==> src/rtl/fixed_point_mac_pipe_if.sv <==
// Valid/ready bus for the fixed-point MAC pipeline: operand beat in, scaled result out.
// The master drives beats and accepts results; the slave is the MAC.
interface fixed_point_mac_pipe_if #(
  parameter int W = 32
);
  logic         in_valid;
  logic         in_ready;
  logic [W-1:0] dataa;
  logic [W-1:0] datab;
  logic         acc_mode;
  logic         first;
  logic         last;
  logic         round_mode;
  logic         out_valid;
  logic         out_ready;
  logic [W-1:0] result;
  logic         overflow;

  modport master (
    output in_valid, dataa, datab, acc_mode, first, last, round_mode, out_ready,
    input  in_ready, out_valid, result, overflow
  );

  modport slave (
    input  in_valid, dataa, datab, acc_mode, first, last, round_mode, out_ready,
    output in_ready, out_valid, result, overflow
  );
endinterface

==> src/rtl/fixed_point_mac_pipe.sv <==
// Three-stage signed Q(INT_W.FRAC_W) multiply/accumulate with rounding and saturation.
// Stages: operand capture, full-precision product, scale/saturate/accumulate into the output registers.
module fixed_point_mac_pipe #(
  parameter int INT_W   = 16,
  parameter int FRAC_W  = 16,
  parameter int GUARD_W = 8
) (
  input  logic                   clk,
  input  logic                   rst_n,
  fixed_point_mac_pipe_if.slave  bus
);

  localparam int W    = INT_W + FRAC_W;
  localparam int ACCW = W + GUARD_W;
  localparam int PW   = 2 * W;

  localparam logic [W-1:0]    RES_MAX = {1'b0, {(W-1){1'b1}}};
  localparam logic [W-1:0]    RES_MIN = {1'b1, {(W-1){1'b0}}};
  localparam logic [ACCW-1:0] ACC_MAX = {1'b0, {(ACCW-1){1'b1}}};
  localparam logic [ACCW-1:0] ACC_MIN = {1'b1, {(ACCW-1){1'b0}}};

  // Range limits sign-extended to the scaled-product width so they compare directly.
  localparam logic signed [PW:0] RES_MAX_X = {{(PW+1-W){1'b0}}, RES_MAX};
  localparam logic signed [PW:0] RES_MIN_X = {{(PW+1-W){1'b1}}, RES_MIN};
  localparam logic signed [PW:0] ACC_MAX_X = {{(PW+1-ACCW){1'b0}}, ACC_MAX};
  localparam logic signed [PW:0] ACC_MIN_X = {{(PW+1-ACCW){1'b1}}, ACC_MIN};
  localparam logic signed [PW:0] HALF      = {{(PW+1-FRAC_W){1'b0}}, 1'b1, {(FRAC_W-1){1'b0}}};

  typedef struct packed {
    logic acc_mode;
    logic first;
    logic last;
    logic round_mode;
  } side_t;

  logic                   stall;
  logic                   s1_valid;
  logic signed [W-1:0]    s1_a;
  logic signed [W-1:0]    s1_b;
  side_t                  s1_side;
  logic                   s2_valid;
  logic signed [PW-1:0]   s2_p;
  side_t                  s2_side;

  logic                   out_valid_q;
  logic [W-1:0]           result_q;
  logic                   overflow_q;
  logic [ACCW-1:0]        acc_q;
  logic                   sticky_q;

  assign stall         = out_valid_q && !bus.out_ready;
  assign bus.in_ready  = !stall;
  assign bus.out_valid = out_valid_q;
  assign bus.result    = result_q;
  assign bus.overflow  = overflow_q;

  // NOTE: sequential state uses non-blocking assignments so every register samples pre-edge values.
  always_ff @(posedge clk or negedge rst_n) begin
    if (!rst_n) begin
      s1_valid <= 1'b0;
      s2_valid <= 1'b0;
    end else if (!stall) begin
      s1_valid <= bus.in_valid;
      s2_valid <= s1_valid;
    end
  end

  // NOTE: datapath registers carry no reset; their contents are qualified by the stage valids.
  always_ff @(posedge clk) begin
    if (!stall) begin
      s1_a    <= bus.dataa;
      s1_b    <= bus.datab;
      s1_side <= '{acc_mode: bus.acc_mode, first: bus.first, last: bus.last,
                   round_mode: bus.round_mode};
      s2_p    <= PW'(s1_a) * PW'(s1_b);
      s2_side <= s1_side;
    end
  end

  logic signed [PW:0]   p_ext;
  logic signed [PW:0]   q_full;
  logic                 q_hi_w, q_lo_w, q_hi_a, q_lo_a;
  logic [W-1:0]         q_w;
  logic [ACCW-1:0]      q_a;
  logic [ACCW-1:0]      acc_base;
  logic [ACCW:0]        acc_sum;
  logic                 sum_ovf;
  logic [ACCW-1:0]      acc_new;
  logic                 sticky_new;
  logic [ACCW-W:0]      acc_upper;
  logic                 fin_ovf;
  logic [W-1:0]         fin_res;

  // NOTE: every combinational output gets a default first, so no path can infer a latch.
  always_comb begin
    p_ext    = '0;
    q_full   = '0;
    acc_base = '0;
    p_ext    = {s2_p[PW-1], s2_p} + (s2_side.round_mode ? HALF : '0);
    q_full   = p_ext >>> FRAC_W;

    q_hi_w = q_full > RES_MAX_X;
    q_lo_w = q_full < RES_MIN_X;
    q_w    = q_hi_w ? RES_MAX : (q_lo_w ? RES_MIN : q_full[W-1:0]);

    q_hi_a = q_full > ACC_MAX_X;
    q_lo_a = q_full < ACC_MIN_X;
    q_a    = q_hi_a ? ACC_MAX : (q_lo_a ? ACC_MIN : q_full[ACCW-1:0]);

    // A first beat starts from zero, which also discards any open partial group.
    if (!s2_side.first) acc_base = acc_q;
    acc_sum    = {acc_base[ACCW-1], acc_base} + {q_a[ACCW-1], q_a};
    sum_ovf    = acc_sum[ACCW] ^ acc_sum[ACCW-1];
    acc_new    = sum_ovf ? (acc_sum[ACCW] ? ACC_MIN : ACC_MAX) : acc_sum[ACCW-1:0];
    sticky_new = (sticky_q && !s2_side.first) || q_hi_a || q_lo_a || sum_ovf;

    acc_upper = acc_new[ACCW-1:W-1];
    fin_ovf   = !((&acc_upper) || !(|acc_upper));
    fin_res   = fin_ovf ? (acc_new[ACCW-1] ? RES_MIN : RES_MAX) : acc_new[W-1:0];
  end

  always_ff @(posedge clk or negedge rst_n) begin
    if (!rst_n) begin
      out_valid_q <= 1'b0;
      result_q    <= '0;
      overflow_q  <= 1'b0;
      acc_q       <= '0;
      sticky_q    <= 1'b0;
    end else if (!stall) begin
      out_valid_q <= 1'b0;
      if (s2_valid) begin
        if (!s2_side.acc_mode) begin
          out_valid_q <= 1'b1;
          result_q    <= q_w;
          overflow_q  <= q_hi_w || q_lo_w;
        end else if (s2_side.last) begin
          out_valid_q <= 1'b1;
          result_q    <= fin_res;
          overflow_q  <= sticky_new || fin_ovf;
          acc_q       <= '0;
          sticky_q    <= 1'b0;
        end else begin
          acc_q       <= acc_new;
          sticky_q    <= sticky_new;
        end
      end
    end
  end

endmodule

==> src/flat_wrapper.sv <==
// flat-port wrapper written by rule: the top's interface ports become plain ports
module fixed_point_mac_pipe_flat 
#(
  parameter int INT_W   = 16,
  parameter int FRAC_W  = 16,
  parameter int GUARD_W = 8
)
  (clk, rst_n, bus_in_valid, bus_dataa, bus_datab, bus_acc_mode, bus_first, bus_last, bus_round_mode, bus_out_ready, bus_in_ready, bus_out_valid, bus_result, bus_overflow);
  fixed_point_mac_pipe_if #(.W(32)) bus_i ();
  input  logic clk;
  input  logic rst_n;
  input wire logic [$bits(bus_i.in_valid)-1:0] bus_in_valid;
  input wire logic [$bits(bus_i.dataa)-1:0] bus_dataa;
  input wire logic [$bits(bus_i.datab)-1:0] bus_datab;
  input wire logic [$bits(bus_i.acc_mode)-1:0] bus_acc_mode;
  input wire logic [$bits(bus_i.first)-1:0] bus_first;
  input wire logic [$bits(bus_i.last)-1:0] bus_last;
  input wire logic [$bits(bus_i.round_mode)-1:0] bus_round_mode;
  input wire logic [$bits(bus_i.out_ready)-1:0] bus_out_ready;
  output wire logic [$bits(bus_i.in_ready)-1:0] bus_in_ready;
  output wire logic [$bits(bus_i.out_valid)-1:0] bus_out_valid;
  output wire logic [$bits(bus_i.result)-1:0] bus_result;
  output wire logic [$bits(bus_i.overflow)-1:0] bus_overflow;
  assign bus_i.in_valid = bus_in_valid;
  assign bus_i.dataa = bus_dataa;
  assign bus_i.datab = bus_datab;
  assign bus_i.acc_mode = bus_acc_mode;
  assign bus_i.first = bus_first;
  assign bus_i.last = bus_last;
  assign bus_i.round_mode = bus_round_mode;
  assign bus_i.out_ready = bus_out_ready;
  assign bus_in_ready = bus_i.in_ready;
  assign bus_out_valid = bus_i.out_valid;
  assign bus_result = bus_i.result;
  assign bus_overflow = bus_i.overflow;
  fixed_point_mac_pipe #(.INT_W(INT_W), .FRAC_W(FRAC_W), .GUARD_W(GUARD_W)) u_core (.clk(clk), .rst_n(rst_n), .bus(bus_i));
endmodule
==> config.mk <==
export PLATFORM = sky130hd
export DESIGN_NAME = fixed_point_mac_pipe_flat
export DESIGN_NICKNAME = d
export VERILOG_FILES = /design/src/rtl/fixed_point_mac_pipe_if.sv /design/src/rtl/fixed_point_mac_pipe.sv /design/src/flat_wrapper.sv
export SDC_FILE = /design/constraint.sdc
export NUM_CORES = 2
export LEC_CHECK = 0
export ABC_AREA = 1
export BUFFER_PORTS_ARGS = -buffer_cell sky130_fd_sc_hd__buf_2
export CAP_MARGIN = 20
export CORE_MARGIN = 1
export CORE_UTILIZATION = 45
export CTS_CLUSTER_DIAMETER = 80
export CTS_CLUSTER_SIZE = 8
export DETAILED_ROUTE_END_ITERATION = 6
export SLEW_MARGIN = 15
export SYNTH_ARGS = -nofsm -noshare
export SYNTH_HDL_FRONTEND = slang
export SYNTH_SLANG_ARGS = --single-unit
==> constraint.sdc <==
create_clock -name clk -period 7.6 [get_ports clk]
set_input_delay 1.14 -clock clk [delete_from_list [all_inputs] [get_ports clk]]
set_output_delay 1.14 -clock clk [all_outputs]
set_load 0.005 [all_outputs]
==> reports/results.ini <==
[status]
outcome=complete, no violations

[worst_setup_path]
worst-setup-path-type=flip-flop to flip-flop
cp.required_ps=7900
cpMaxStageDelayCell=fa_1
cpPeakStageDelay_ps=580
path_buf_inv=8
cp_cell_sequence=buf_12 -> nand2_1 -> inv_1 -> fa_1 -> inv_1 -> fa_2 -> inv_1 -> fa_1 -> buf_6 -> fa_1 -> inv_1 -> fa_1 -> fa_1 -> fa_1 -> inv_1 -> fa_1 -> ha_2 -> a21oi_1 -> inv_1 -> a31oi_1 -> o21ai_1 -> a211oi_1 -> nand2_1 -> xor2_1
arrival_ps=7650
cp_max_fo=13
critPathCaptureType=flip-flop
cp-start-kind=flip-flop
path_common_cell=fa_1
crit_family=adder cells

[route]
final_antenna_net_count=0
wire_per_inst_um=18.3
routed_via_density=5.01
drc=0
vias=39200
drt_iter0_drc=2683
firstDrtPassIters=5
routed_wl_um=143000

[sta]
worst_slew_pin_slew_ps=1090
rsz0062_at_grt=true
clock_skew_ps=35.7
relSlewSlack_pct=27.1
finalSetupViolations=0
finalCriticalPeriod_ps=7350
worst_slack_ps=252
hold_viol=0
finalMaxSlewViolations=0
period_share_pct=96.7
fmax_ghz=0.136

[cts]
clock-sinks=198
cts_buffer_depth=2
cts-root-buf=clkbuf_16
cts_max_level=4
clkTransAtPathRegs_ps=100
cts_buffers=17
cts_tree=built
clk_latency_ps=570
cts_hold_buf=0

[place]
dp_cells=7781
dpl-instance-area_um2=52900
dp_slack_ps=9.78
port_buffers=106
dp_hpwl_um=119000
gp_congestion=0.945

[die]
fp.dieW_um=334
core-area_um2=109000
die_h_um=334
row_count=121
ios=107
die_area_um2=112000
start_util_pct=45.5

[layout]
drive_gt1_share_pct=6.32
fin_cells=7824
fillers=10800
nets=7713
fin_area_um2=53900
num_antenna_cells=0
syn2layout_area_growth_pct=8.55

[flow_run]
cap_violations=0

[yosys]
ys.flop_type=edfxtp_1
synthesis.area_um2=49600
synth_nets=7655
ys.warnings.count=0
synth_cells=6277
yosys_register_bits=198
synth_edf_count=121
async_flop_share_pct=38.9
ys_seq_area_share_pct=11.2
synth_cell_type_count=49
syn_avg_cell_area_um2=7.91
synth.largest_area_cell=fa_1
synth_area_leaders=fa_1 44%, inv_1 13%, nand2_1 13%
synth_top_area_share_pct=43.6

[global_route]
grt_pass1_vias=42000
grt_max_degree=78
grt_pass1_wl_um=233000
grt_antenna_before_repair=1
track_usage_pct=27.0
grt_remaining_overflow=0

[hold_path]
worstHoldPathType=flip-flop to flip-flop

-- cell usage after synthesis, types with 31 or more instances --
master    instances
a21oi_1         172
ha_1            224
nor3_1           31
clkbuf_1        226
nand3_1         108
edfxtp_1        121
nand2_1        1736
fa_1           1082
inv_1          1750
xor2_1           81
dfrtp_1          77
nor2_1          321
o21ai_0         152
-- worst reg2reg max path, delay by kind of cell (launching register included) --
kind | cells | cell delay [ps]
simple gates | 2 | 270
flops | 1 | 450
xor+xnor | 1 | 170
buf+inv | 8 | 800
compound gates | 4 | 800
fa+ha+maj | 9 | 4590
-- worst paths after layout --
path                                     end  slack, ps  cells past startpoint         startpoint
hold reg to reg            u_core.s2_side[1]        430                      0  u_core.s1_side[1]
setup reg to reg             u_core.s2_p[56]        250                     24     u_core.s1_b[8]
setup / recovery             u_core.s2_p[56]        250                     24     u_core.s1_b[8]
hold / removal             u_core.s2_side[1]        430                      0  u_core.s1_side[1]
min in group asynchronous   u_core.acc_q[17]        540                      1              rst_n
max in group asynchronous   u_core.acc_q[33]       6430                      2              rst_n
-- per-stage QoR --
stage | hold WS, ps | utilization [%] | setup TNS (ps)
after detailed placement | 406 | 48.5 | 0
after floorplan | 400 | - | 0
after global routing | 436 | 49.4 | -130
after global placement | 406 | 48.5 | 0
final | 427 | 49.4 | 0
after CTS | 429 | 49.1 | 0
-- placed cells by master, fill, tap and decap left out, drive strengths merged, types with 2 or more instances in the layout --
| master | netlist | routed |
|---|---|---|
| inv | 1752 | 1758 |
| nand2 | 1741 | 1741 |
| fa | 1082 | 1082 |
| nor2 | 327 | 327 |
| buf | 17 | 281 |
| ha | 224 | 224 |
| a21oi | 173 | 173 |
| o21ai | 154 | 154 |
| edfxtp | 121 | 121 |
| nand3 | 113 | 113 |
| xor2 | 81 | 81 |
| dfrtp | 77 | 77 |
| nor3 | 36 | 36 |
| nand4 | 29 | 29 |
| xnor2 | 26 | 26 |
| clkbuf | 226 | 20 |
| a31oi | 19 | 19 |
| or2 | 16 | 16 |
| o21bai | 12 | 12 |
| o21a | 11 | 11 |
| nor4 | 6 | 6 |
| clkinv | 0 | 5 |
| a21o | 4 | 4 |
| a211oi | 4 | 4 |
| o22ai | 4 | 4 |
| a21boi | 4 | 4 |
| and2 | 3 | 3 |
| nand3b | 3 | 3 |
| and3 | 2 | 2 |
| a311oi | 2 | 2 |
| o31ai | 2 | 2 |
-- area by class of cell --
type | count | area, um2 | share of cell area (%)
clock buffer | 19 | 454 | 0.843
inverter | 1752 | 6590 | 12.2
clock inverter | 13 | 155 | 0.288
sequential | 198 | 5560 | 10.3
multi-input combinational | 4084 | 36700 | 68.1
tap | 1476 | 1850 | 3.43
timing repair buffer | 282 | 2580 | 4.79
-- layer usage --
| layer | up-vias | track usage [%] | wire [um] |
|---|---|---|---|
| met3 | 202 | 2.93 | 7700 |
| met5 | - | 0 | 0 |
| met2 | 1166 | 46.6 | 69900 |
| met1 | 19800 | 35.9 | 61700 |
| met4 | 0 | 7.93 | 3890 |
| li1 | 18100 | - | - |
-- cells by family after synthesis --
logic type	after synthesis	share of synthesized area, %
xor+xnor	107	1.89
simple gates	2277	18.1
flops	198	11.2
buf+inv	1995	15.2
fa+ha+maj	1306	49.3
compound gates	394	4.31
-- flip-flops by register name (all words and copies together), names as in the netlist --
name and flops:
u_core.s1_a 32, u_core.acc_q 40, u_core.s1_side 4, u_core.s2_side 4
u_core.s1_valid 1, u_core.bus.overflow 1, u_core.s2_valid 1, u_core.bus.out_valid 1
u_core.sticky_q 1, u_core.bus.result 32, u_core.s2_p 49, u_core.s1_b 32
-- what timing repair did --
action / in CTS / in global routing
setup buffers: 0 / 9
pin swaps: 0 / 9
setup endpoints to repair: 1 / 38
gates resized for setup: 1 / 56
gates cloned: 0 / 1
Power is left out: the tool's default activity adds up to more than one toggle a clock period on the data nets, which glitch-free logic cannot reach.
